### src/rtl/bcd_seven_seg.sv
// ---------------------------------------------------------------------------
// bcd_seven_seg
//
// Registered BCD-to-seven-segment decoder for a 4-digit common-anode display.
// The anode enables are passed through unchanged so that the segment pattern
// and its digit select leave the block on the same clock edge.
//
// Ports
//   clk       in   1  system clock, rising edge
//   rst_n     in   1  synchronous reset, active-low
//   segSel    in   4  anode enables, active-low (0 = digit on)
//   a,b,c,d   in   1  code bits, a = MSB, d = LSB
//   anodeOut  out  4  registered copy of segSel
//   sevenOut  out  8  registered segments {dp,g,f,e,d,c,b,a}, active-low
//   bcdErr    out  1  registered flag, 1 when the code is not a BCD digit
//
// Configuration
//   BCD_SEVEN_SEG_HEX_DIGITS_EN  defined:   codes 10..15 show hex glyphs A..F
//                                undefined: codes 10..15 blank the digit
//   bcdErr is raised for codes 10..15 in both builds.
//
// Every output is a flop; there is no combinational path from any input to
// any output, and the latency is exactly one clock.
// ---------------------------------------------------------------------------
module bcd_seven_seg (
    input  logic       clk,
    input  logic       rst_n,
    input  logic [3:0] segSel,
    input  logic       a,
    input  logic       b,
    input  logic       c,
    input  logic       d,
    output logic [3:0] anodeOut,
    output logic [7:0] sevenOut,
    output logic       bcdErr
);

    // Segment patterns, active-low, bit order {dp,g,f,e,d,c,b,a}.
    localparam logic [7:0] SEG_BLANK = 8'hFF;
    localparam logic [7:0] SEG_0     = 8'hC0;
    localparam logic [7:0] SEG_1     = 8'hF9;
    localparam logic [7:0] SEG_2     = 8'hA4;
    localparam logic [7:0] SEG_3     = 8'hB0;
    localparam logic [7:0] SEG_4     = 8'h99;
    localparam logic [7:0] SEG_5     = 8'h92;
    localparam logic [7:0] SEG_6     = 8'h82;
    localparam logic [7:0] SEG_7     = 8'hF8;
    localparam logic [7:0] SEG_8     = 8'h80;
    localparam logic [7:0] SEG_9     = 8'h90;

`ifdef BCD_SEVEN_SEG_HEX_DIGITS_EN
    localparam logic [7:0] SEG_HEX_A = 8'h88;
    localparam logic [7:0] SEG_HEX_B = 8'h83;   // lower-case b
    localparam logic [7:0] SEG_HEX_C = 8'hC6;
    localparam logic [7:0] SEG_HEX_D = 8'hA1;   // lower-case d
    localparam logic [7:0] SEG_HEX_E = 8'h86;
    localparam logic [7:0] SEG_HEX_F = 8'h8E;
`else
    localparam logic [7:0] SEG_HEX_A = SEG_BLANK;
    localparam logic [7:0] SEG_HEX_B = SEG_BLANK;
    localparam logic [7:0] SEG_HEX_C = SEG_BLANK;
    localparam logic [7:0] SEG_HEX_D = SEG_BLANK;
    localparam logic [7:0] SEG_HEX_E = SEG_BLANK;
    localparam logic [7:0] SEG_HEX_F = SEG_BLANK;
`endif

    // The decimal point is never driven on this display.
    localparam logic [7:0] DP_OFF_MASK = 8'h80;

    logic [3:0] code;
    logic [7:0] segNext;
    logic       errNext;

    assign code = {a, b, c, d};

    // Decode. All 16 binary codes are listed explicitly, so the default arm
    // is reached only when a code bit is X/Z in a four-state simulation; it
    // then blanks the digit and flags the code as invalid.
    always_comb begin
        // NOTE: every variable assigned in this block gets a value before the
        // case, so no path leaves it unassigned and no latch is inferred.
        segNext = SEG_BLANK;
        errNext = 1'b1;
        case (code)
            4'd0:  begin segNext = SEG_0; errNext = 1'b0; end
            4'd1:  begin segNext = SEG_1; errNext = 1'b0; end
            4'd2:  begin segNext = SEG_2; errNext = 1'b0; end
            4'd3:  begin segNext = SEG_3; errNext = 1'b0; end
            4'd4:  begin segNext = SEG_4; errNext = 1'b0; end
            4'd5:  begin segNext = SEG_5; errNext = 1'b0; end
            4'd6:  begin segNext = SEG_6; errNext = 1'b0; end
            4'd7:  begin segNext = SEG_7; errNext = 1'b0; end
            4'd8:  begin segNext = SEG_8; errNext = 1'b0; end
            4'd9:  begin segNext = SEG_9; errNext = 1'b0; end
            4'd10: segNext = SEG_HEX_A;
            4'd11: segNext = SEG_HEX_B;
            4'd12: segNext = SEG_HEX_C;
            4'd13: segNext = SEG_HEX_D;
            4'd14: segNext = SEG_HEX_E;
            4'd15: segNext = SEG_HEX_F;
            default: begin
                segNext = SEG_BLANK;
                errNext = 1'b1;
            end
        endcase
    end

    // Output registers. Reset blanks the display: all anodes and segments
    // inactive (high), error flag clear.
    always_ff @(posedge clk) begin
        // NOTE: registers are written with non-blocking assignments so every
        // flop samples its inputs from before the edge, independent of order.
        if (!rst_n) begin
            anodeOut <= 4'hF;
            sevenOut <= SEG_BLANK;
            bcdErr   <= 1'b0;
        end else begin
            anodeOut <= segSel;
            sevenOut <= segNext | DP_OFF_MASK;
            bcdErr   <= errNext;
        end
    end

endmodule

### config.mk
export PLATFORM = sky130hd
export DESIGN_NAME = bcd_seven_seg
export DESIGN_NICKNAME = d
export VERILOG_FILES = /design/src/rtl/bcd_seven_seg.sv
export SDC_FILE = /design/constraint.sdc
export NUM_CORES = 1
export LEC_CHECK = 0
export CAP_MARGIN = 5
export CORE_MARGIN = 1.5
export CORE_UTILIZATION = 33
export DETAILED_ROUTE_END_ITERATION = 10
export HOLD_SLACK_MARGIN = 0.02
export PLACE_DENSITY = 0.7
export SLEW_MARGIN = 10
export SYNTH_ARGS = -nofsm -noshare
export SYNTH_HDL_FRONTEND = slang
export SYNTH_SLANG_ARGS = --single-unit
### constraint.sdc
create_clock -name clk -period 1 [get_ports clk]
set_input_delay 0.15 -clock clk [delete_from_list [all_inputs] [get_ports clk]]
set_output_delay 0.15 -clock clk [all_outputs]
set_load 0.01 [all_outputs]
**Yosys cells after proc, flatten, opt, wreduce, memory -nomap -nowiden**

Cells that the tools add are included.
Widths: inputs -> output; s select.

- Equality and inequality tests: 15
- Multiplexer cells: 2
- Reductions and logical operators: 3

Operators by type and width:

| cell | count |
|---|---|
| $pmux 7 s11 | 1 |
| $eq 4x4->1 const B | 8 |
| $eq 4x3->1 const B | 4 |
| $reduce_or 10->1 | 1 |
| $eq 4x2->1 const B | 2 |
| $reduce_or 6->1 | 1 |
| $eq 4x1->1 const B | 1 |
| $logic_not 4->1 | 1 |
| $mux 1 | 1 |

- Register bits after elaboration: 13
- Bits of input ports: 10
- Output and inout bits: 13
- Logic and storage cells: 24

**Depth between registers and ports, before layout**

- Depth in word-level cells: 3
- Gate-level depth with buffers: 4
- Mapped depth without buffers: 3

**Least setup slack after synthesis**

OpenSTA, ideal clock, no wires.

- Path type: input to register
- Start: in d
- End: reg sevenOut[6]
- Library setup time: 132 ps
- Arrival time: 823 ps
- Data required time: 868 ps
- Slack: 45 ps
- Stages on the path: 4
- Buffers on the path: 1
- Cell sequence: buf_4 -> a21o_2 -> a221oi_1 -> o21ai_1

- Longest elaborated chain between the ends: 3

RTL lines:

| element | RTL line | text |
|---|---|---|
| from (decl) | 32 | `input logic d,` |
| $eq 4x4->1 | 84 | `case (code)` |
| $reduce_or 6->1 (no source line) | n/a |  |
| $pmux 7 s11 * | 84 |  |
| to (signal assigned) | 119 | `sevenOut <= segNext \| DP_OFF_MASK;` |
| to (decl) | 34 | `output logic [7:0] sevenOut,` |

Every way passes the cells marked *; elsewhere a longest branch is shown, timed or not.
A chain may end at the register's enable or synchronous reset.

**Final worst setup path**

- Start: in c
- End: reg sevenOut[4]

- Longest elaborated chain between the ends: 3

RTL lines:

| element | RTL line | text |
|---|---|---|
| from (decl) | 31 | `input logic c,` |
| $eq 4x4->1 | 84 |  |
| $reduce_or 6->1 (no source line) | n/a |  |
| $pmux 7 s11 * | 84 |  |

Marked as above.

==> summary.md <==
| Metric | Value |
|---|---|
| Final hold viol count | 0 |
| Total global routing track utilization | 14.01% |
| Cell with the most instances after synthesis | sky130_fd_sc_hd__dfxtp_1 |
| Fraction of met3 tracks used by global routing | 5.000% |
| Area added between synthesis and finish | 60.05% |
| Clk root buf | sky130_fd_sc_hd__clkbuf_4 |
| Total grt overflow | 0 |
| Final core utilization | 56.70% |
| CTS Buffer Depth | 2 |
| Global-route wire length before repair | 1435 um |
| Global-route met2 utilization | 21.43% |
| Die outline width | 40.61 um |
| Synth Cell Area | 466.7 um2 |
| Critical Path Fanout Max | 5 |
| Clock share of power | 29.3% |
| H-tree levels | 1 |
| Post-detailed-route count of antenna-violating nets | 0 |
| Floorplan Core Area | 0.001318 mm2 |
| DR vias/cell | 4.736 |
| Final Worst Setup Slack | 0.02898 ns |
| Average size of a mapped cell | 9.524 um2 |
| Share of power burned in combinational logic | 19.9% |
| Dominant cell type by area after synthesis | sky130_fd_sc_hd__dfxtp_1 |
| Filler cell count | 119 |
| Fraction of synthesized cell area taken by the top area cell type | 51.47% |
| Via count | 431 |
| Count of maximum capacitance violations | 0 |
| Cell area after placement | 703.2 um2 |
| Outcome | finished clean |
| Post-detailed-placement half-perimeter wirelength | 718.7 um |
| Psw | 0.2530 mW |
| Most used DFF post-synth | sky130_fd_sc_hd__dfxtp_1 |
| Clock Sinks | 12 |
| Startpoint types | input port |
| Initial DRC count | 3 |
| Number of cells produced by synthesis | 49 |
| Worst-case vdd ir drop | 610.6 uV |
| Antenna violations before repair | 0 |
| TritonCTS clock tree | yes |
| Distinct cells, synth | 24 |
| Sw Ratio | 24.99% |
| Sequential share of power | 50.8% |
| Die Height | 40.61 um |
| Final total negative setup slack | 0 ns |
| Diode count | 0 |
| Setup violators final | 0 |
| Total nets after synthesis | 59 |
| Unrepaired setup endpoints after global routing | no |
| Sequential area share after synthesis | 51.47% |
| Cell types with the highest counts after synthesis | 12 x sky130_fd_sc_hd__dfxtp_1, 6 x sky130_fd_sc_hd__nand2b_1, 5 x sky130_fd_sc_hd__nand2_1, 3 x sky130_fd_sc_hd__buf_4 |
| Leading post-synthesis cells by cell area | sky130_fd_sc_hd__dfxtp_1 51%, sky130_fd_sc_hd__nand2b_1 8.0%, sky130_fd_sc_hd__buf_4 4.8%, sky130_fd_sc_hd__nand2_1 4.0%, sky130_fd_sc_hd__buf_6 2.4% |
| Post-route worst hold slack | 0.4073 ns |
| WL/cell | 11.43 um |
| Arr. time, crit path | 1.14 ns |
| Maximum clock frequency | 1030 MHz |
| Number of flops mapped to enable cells by yosys | 0 |
| Fin nets | 88 |
| Final RePlAce weighted congestion | 0.7963 |
| Ratio of cells with drive above 1 in the final layout | 27.63% |
| Worst-path clk slew | 0.07 ns |
| Cell-internal power | 0.7594 mW |
| Number of buffers inserted by port buffering | 21 |
| Starting density of the core | 35.42% |
| Power per Cell Area | 1355 mW/mm2 |
| Leakage | 0.3299 nW |
| Largest net degree at the start of global routing | 10 |
| DRC | 0 |
| Number of buffers created by CTS | 3 |
| Count of standard-cell rows | 13 |
| Worst hold path class | input port to register |
| Kind of critical path | input port to register |
| Synthesis-stage register bit count | 12 |
| Peak-usage layer in the global routing report | met2 |
| Kind of capture point of the worst setup path | register |
| Proportion of synthesized flip-flops having asynchronous set or reset | 0% |
| Critical Path RT | 1.17 ns |
| Synthesis Warnings | 0 |
| I/O pin cnt | 23 |
| Final design instance area without fill | 747.0 um2 |
| Area of the die | 0.001649 mm2 |
| DP Worst Slack | -0.4661 ns |
| Via count of the first global-routing pass | 342 |
| Global-route met1 utilization | 15.89% |
| Initial DRT Pass Iterations | 2 |
| Clock period minus worst slack | 0.9710 ns |
| Period utilization | 97.10% |
| Final max-slew violation count | 0 |
| Sum of routed wire length over all layers | 1040 um |
final timing paths:
| path | startpoint | endpoint | slack [ns] | cells after the start |
|---|---|---|---|---|
| setup / recovery | c | sevenOut[4] | 0.03 | 3 |
| hold / removal | d | sevenOut[4] | 0.41 | 3 |
final cells by class:
type | instances | area (um2) | area share, %
multi-input cells | 31 | 211.5 | 28.31
flip-flops and latches | 12 | 240.2 | 32.16
well taps | 15 | 18.77 | 2.513
clock buffers | 3 | 22.52 | 3.015
repair buffers | 29 | 250.2 | 33.50
inverters | 1 | 3.754 | 0.5025
per-stage QoR:
stage / total power, mW / cells
6_report: 1.012 / 91
5_1_grt: 1.058 / 91
3_5_place_dp: 0.7284 / 86
3_3_place_gp: 0.7232 / 86
4_1_cts: 1.002 / 89
2_1_floorplan: 0.6165 / 49
what timing repair did:
| action | 4_1_cts | 5_1_grt |
|---|---|---|
| pin swaps | 0 | 0 |
| setup buffers | 0 | 2 |
| setup endpoints to repair | 20 | 15 |
| gates resized for setup | 20 | 16 |
| hold buffers | 0 | 0 |
logic make-up (layout without fill, tap and decap cells):
| kind of cell | Yosys count | after routing | synth area share (%) |
|---|---|---|---|
| DFF | 12 | 12 | 51.47 |
| other | 1 | 1 | 0.8035 |
| AOI/OAI and AO/OA | 11 | 11 | 15.82 |
| and+or+nand+nor | 19 | 19 | 23.06 |
| buffers and inverters | 6 | 33 | 8.845 |
per-layer routing:
layer  wire length [um]  vias to the layer above  share of wire, %
met4                 28                        0               2.7
met5                  0                        -                 0
met3                 56                        3               5.4
met2                521                       15                50
li1                   -                      215                 -
met1                432                      198                42
state kept, by name (all words and copies together), names as in the netlist:
| name | flops |
|---|---|
| bcdErr | 1 |
| sevenOut | 7 |
| anodeOut | 4 |
critical path, stage by stage:
cell and delay, ns:
sky130_fd_sc_hd__clkdlybuf4s50_1 0.45, sky130_fd_sc_hd__or2_4 0.29, sky130_fd_sc_hd__a211o_1 0.25
layout by cell type, fill, tap and decap left out, types with 2 or more instances in the layout:
cell                              count
sky130_fd_sc_hd__dlygate4sd2_1        3
sky130_fd_sc_hd__o21ai_0              2
sky130_fd_sc_hd__a21oi_1              2
sky130_fd_sc_hd__clkdlybuf4s15_1      8
sky130_fd_sc_hd__clkbuf_4             3
sky130_fd_sc_hd__dfxtp_1             12
sky130_fd_sc_hd__clkdlybuf4s50_1      6
sky130_fd_sc_hd__nand2b_1             6
sky130_fd_sc_hd__buf_4                7
sky130_fd_sc_hd__nor2_1               2
sky130_fd_sc_hd__clkbuf_2             4
sky130_fd_sc_hd__nand2_1              5
power groups by stage:
stage          registers (mW)  clock network, mW  logic, mW
2_1_floorplan           0.542                  0     0.0750
3_3_place_gp            0.524                  0      0.199
3_5_place_dp            0.526                  0      0.203
4_1_cts                 0.513              0.299      0.189
5_1_grt                 0.517              0.320      0.221
6_report                0.514              0.296      0.202
Note: power is estimated with default switching activity, not from simulation.
